--- src/rtl/fbox_cvt_resp_buffer.sv ---
// Result staging FIFO behind the fbox int-to-float converter.
// NaN-boxes single results on push and accrues committed exception flags for fcsr.
module fbox_cvt_resp_buffer #(
  parameter int unsigned FLEN  = 64,
  parameter int unsigned DEPTH = 2,
  parameter int unsigned TAGW  = 5
) (
  input  logic            clk,
  input  logic            rst_n,
  input  logic            in_valid,
  output logic            in_ready,
  input  logic [FLEN-1:0] in_result,
  input  logic            in_single,
  input  logic [4:0]      in_flags,
  input  logic [TAGW-1:0] in_tag,
  output logic            out_valid,
  input  logic            out_ready,
  output logic [FLEN-1:0] out_result,
  output logic [4:0]      out_flags,
  output logic [TAGW-1:0] out_tag,
  input  logic            fflags_clear,
  output logic [4:0]      fflags_acc
);

  localparam int unsigned PtrW = $clog2(DEPTH);
  localparam int unsigned CntW = PtrW + 1;

  logic [FLEN-1:0] resultQ [DEPTH];
  logic [4:0]      flagsQ  [DEPTH];
  logic [TAGW-1:0] tagQ    [DEPTH];

  logic [PtrW-1:0] rdPtrQ, rdPtrD, wrPtrQ, wrPtrD;
  logic [CntW-1:0] countQ, countD;
  logic [4:0]      accQ, accD;
  logic [FLEN-1:0] boxedResult;
  logic            push, pop;

  // Handshakes depend on registered count only, so in_ready never sees out_ready.
  assign in_ready  = (countQ != CntW'(DEPTH));
  assign out_valid = (countQ != '0);
  assign push      = in_valid & in_ready;
  assign pop       = out_valid & out_ready;

  assign out_result = resultQ[rdPtrQ];
  assign out_flags  = flagsQ[rdPtrQ];
  assign out_tag    = tagQ[rdPtrQ];
  assign fflags_acc = accQ;

  always_comb begin
    boxedResult = in_result;
    if (in_single) begin
      boxedResult = {{(FLEN-32){1'b1}}, in_result[31:0]};
    end
  end

  // DEPTH is a power of two, so pointer overflow wraps naturally.
  always_comb begin
    wrPtrD = wrPtrQ;
    rdPtrD = rdPtrQ;
    countD = countQ;
    accD   = fflags_clear ? 5'b0 : accQ;
    if (push) begin
      wrPtrD = wrPtrQ + PtrW'(1);
    end
    if (pop) begin
      rdPtrD = rdPtrQ + PtrW'(1);
      accD   = accD | flagsQ[rdPtrQ];
    end
    if (push && !pop) begin
      countD = countQ + CntW'(1);
    end else if (pop && !push) begin
      countD = countQ - CntW'(1);
    end
  end

  always_ff @(posedge clk or negedge rst_n) begin
    if (!rst_n) begin
      wrPtrQ <= '0;
      rdPtrQ <= '0;
      countQ <= '0;
      accQ   <= '0;
    end else begin
      wrPtrQ <= wrPtrD;
      rdPtrQ <= rdPtrD;
      countQ <= countD;
      accQ   <= accD;
    end
  end

  always_ff @(posedge clk or negedge rst_n) begin
    if (!rst_n) begin
      for (int i = 0; i < int'(DEPTH); i++) begin
        resultQ[i] <= '0;
        flagsQ[i]  <= '0;
        tagQ[i]    <= '0;
      end
    end else if (push) begin
      resultQ[wrPtrQ] <= boxedResult;
      flagsQ[wrPtrQ]  <= in_flags;
      tagQ[wrPtrQ]    <= in_tag;
    end
  end

endmodule

--- config.mk ---
export PLATFORM = sky130hd
export DESIGN_NAME = fbox_cvt_resp_buffer
export DESIGN_NICKNAME = d
export VERILOG_FILES = /design/src/rtl/fbox_cvt_resp_buffer.sv
export SDC_FILE = /design/constraint.sdc
export NUM_CORES = 1
export LEC_CHECK = 0
export CAP_MARGIN = 25
export CORE_MARGIN = 8
export CORE_UTILIZATION = 46
export DETAILED_ROUTE_END_ITERATION = 16
export PLACE_DENSITY_LB_ADDON = 0.3
export SLEW_MARGIN = 0
export SYNTH_ARGS = -nofsm -noshare
export SYNTH_HDL_FRONTEND = slang
export SYNTH_SLANG_ARGS = --single-unit
--- constraint.sdc ---
create_clock -name clk -period 1.6 [get_ports clk]
set_input_delay 0.16 -clock clk [delete_from_list [all_inputs] [get_ports clk]]
set_output_delay 0.16 -clock clk [all_outputs]
set_load 0.005 [all_outputs]
==> flow_metrics.tcl <==
set metrics [dict create \
    status "finished, violations left" \
    failed_checks "setup timing" \
    clk_pin_slew_worst_paths_ns 0.06 \
    setup_viol 140 \
    cts_tree "yes" \
    cts_buffers 17 \
    first_pass_iters 4 \
    dp_hpwl_um 11900 \
    worstMarginPinSlew_ns 0.452 \
    grt_antenna_before_repair 0 \
    setup_slack_ns -0.310 \
    avgSynthCellArea_um2 16.6 \
    ys_types 20 \
    grt_util_all_layers_pct 18.0 \
    yosys_warnings 0 \
    fin_skew_ns 0.00710 \
    hold_viol_final 0 \
    cts_root_buffer "clkbuf_16" \
    cp.required_ns 1.44 \
    core_region_area_um2 16300 \
    start_util_pct 46.4 \
    cp_top_family "buffers and inverters" \
    cts_htree_levels 4 \
    crit_top_cell "buf_6" \
    worst-path-buf-inv 4 \
    cp_slowest_cell "dfrtp_4" \
    synthTopCellsByArea "dfrtp_1, mux2_4, mux2_2" \
    maxSlewViolCount 0 \
    via_count 4612 \
    clockBufferDepth 2 \
    cp_cell_sequence "buf_6, buf_6, buf_12, mux2_4, buf_6" \
    n_antenna_cell 0 \
    utilization_pct 66.9 \
    synth-seq-cells 157 \
    synth_top_area_share_pct 51.7 \
    netlist_area_um2 7590 \
    power_w 0.0245 \
    crit_type "flop to primary output" \
    drive_gt1_share_pct 63.0 \
    max-vdd-ir-drop_mv 1.00 \
    clock_sinks 157 \
    max_clock_freq_ghz 0.524 \
    layout_min_cycle_time_ns 1.91 \
    num-nets-final 767 \
    synth-seq-area-share_pct 51.7 \
    antenna_left 0 \
    top_level_ports 161 \
    drc_errors 0 \
    crit_path_end_kind "primary output" \
    grt_max_degree 44 \
    critical-path-max-stage-delay_ns 0.50 \
    routed_wl_um 19800 \
    grt_pass1_wl_um 28700 \
    syn_to_final_growth_pct 44.1 \
    synth_nets 539 \
    path_max_fanout 5 \
    insertion_delay_ns 0.42 \
    power.leakage_nw 4.85 \
    crit_start "rdPtrQ" \
    r2r_start "rdPtrQ" \
    synthCells 458 \
    portBuffers 160 \
    wire_per_inst_um 21.6 \
    nFillCells 1164 \
    startpoint_type "flop" \
    p_per_area_nw_per_um2 2240 \
    cp_data_arrival_time_ns 1.75 \
    place_congestion 0.769 \
    fin_tns_setup_ns -20.32 \
    via_per_inst 5.03 \
    synth_top_cell_by_area "dfrtp_1" \
    std_cell_rows 47 \
    die_x_um 144 \
    overflow 0 \
    drt-initial-drc-count 204 \
    hp-class "input port to async pin" \
    die_height_um 144 \
    die_area_um2 20900 \
    grt_pass1_vias 5104 \
    rsz0062_at_grt "yes" \
    max_cap_violations 0 \
    relSlewSlack_pct 69.8 \
    period_share_pct 119 \
]
flip-flops by register name, indices dropped and copies added (netlist names):
name and count:
fflags_acc 5, countQ 2, tagQ 10, flagsQ 10
wrPtrQ 1, resultQ 128, rdPtrQ 1
where the power goes:
part / internal (W) / total (W) / switching, W / leakage [nW]
sequential: 0.00602 / 0.00722 / 0.00120 / 1.76
clock: 0.00274 / 0.00431 / 0.00157 / 0.298
combinational: 0.00871 / 0.0130 / 0.00425 / 2.80
total: 0.0175 / 0.0245 / 0.00702 / 4.85
cells in the mapped netlist:
| cell | number |
|---|---|
| and3b_4 | 1 |
| dfrtp_1 | 157 |
| a32o_1 | 5 |
| buf_12 | 13 |
| xnor2_1 | 2 |
| ha_1 | 1 |
| buf_2 | 8 |
| inv_1 | 1 |
| clkbuf_1 | 4 |
| buf_8 | 1 |
| mux2_2 | 102 |
| buf_4 | 2 |
| and3_4 | 1 |
| nor2_1 | 1 |
| xor2_1 | 3 |
| or2_2 | 33 |
| nand2b_4 | 1 |
| and2_1 | 1 |
| mux2_4 | 120 |
| nand2_1 | 1 |
routing by layer:
metal / global-route usage, % / share of wire [%]
met2: 27.9 / 47
met3: 4.82 / 5.5
met5: 0 / 0
met4: 5.48 / 1.5
met1: 24.0 / 46
path summary, 6_finish.rpt:
check / end / slack (ns) / depth (start not counted)
setup / recovery: out_flags[3] / -0.31 / 5
hold / removal: resultQ[29] / 0.25 / 2
setup reg to reg: fflags_acc[3] / -0.27 / 8
hold reg to reg: tagQ[2] / 0.50 / 1
max in group asynchronous: resultQ[81] / 0.73 / 3
min in group clk: tagQ[5] / 0.39 / 2
area by class of cell:
type	count	area [um^2]	area share, %
repair buffers	236	2670	24.4
inverters	1	3.75	0.0343
clock inverters	12	196	1.80
clock buffers	18	429	3.92
flip-flops and latches	157	3930	35.9
multi-input cells	273	3430	31.4
well taps	220	275	2.52
timing repair:
action,in CTS,in global routing
hold buffers,1,0
endpoints found under the setup margin,76,202
setup buffers,11,19
gates cloned,7,13
resized for setup,360,44
endpoints found under the hold margin,38,0
pin swaps,0,2
metrics by stage:
step / cell area, um^2 / setup slack, ns / std cells / hold WS [ns]
floorplan: 7590 / 0.0366 / 458 / -0.136
global placement: 9480 / -0.0834 / 838 / 0.111
detailed placement: 9480 / -0.139 / 838 / 0.126
CTS: 10300 / -0.313 / 887 / 0.255
global route: 10900 / -0.357 / 917 / 0.279
finish: 10900 / -0.310 / 917 / 0.250
kinds of logic after synthesis:
| kind of cell | count (synthesis) | synth area share, % |
|---|---|---|
| muxes | 222 | 38.9 |
| DFF | 157 | 51.7 |
| and+or+nand+nor | 39 | 3.39 |
| buffers and inverters | 29 | 4.60 |
| AOI/OAI and AO/OA | 5 | 0.659 |
| xor gates and xnor gates | 5 | 0.577 |
| adders and majority gates | 1 | 0.165 |
layout by cell type (no fill, tap or decap), types with 2 or more instances in the layout:
| master | n |
|---|---|
| clkbuf_16 | 26 |
| xor2_1 | 3 |
| buf_2 | 35 |
| clkinvlp_4 | 3 |
| buf_12 | 18 |
| buf_6 | 56 |
| bufinv_16 | 5 |
| clkdlybuf4s50_1 | 83 |
| buf_8 | 4 |
| clkbuf_2 | 3 |
| dfrtp_1 | 156 |
| mux2_4 | 148 |
| mux2_2 | 74 |
| dlygate4sd2_1 | 2 |
| buf_4 | 17 |
| xnor2_1 | 2 |
| a32o_1 | 5 |
| clkinv_2 | 3 |
| or2_2 | 32 |
| buf_16 | 8 |
(Power assumes the default switching activity.)
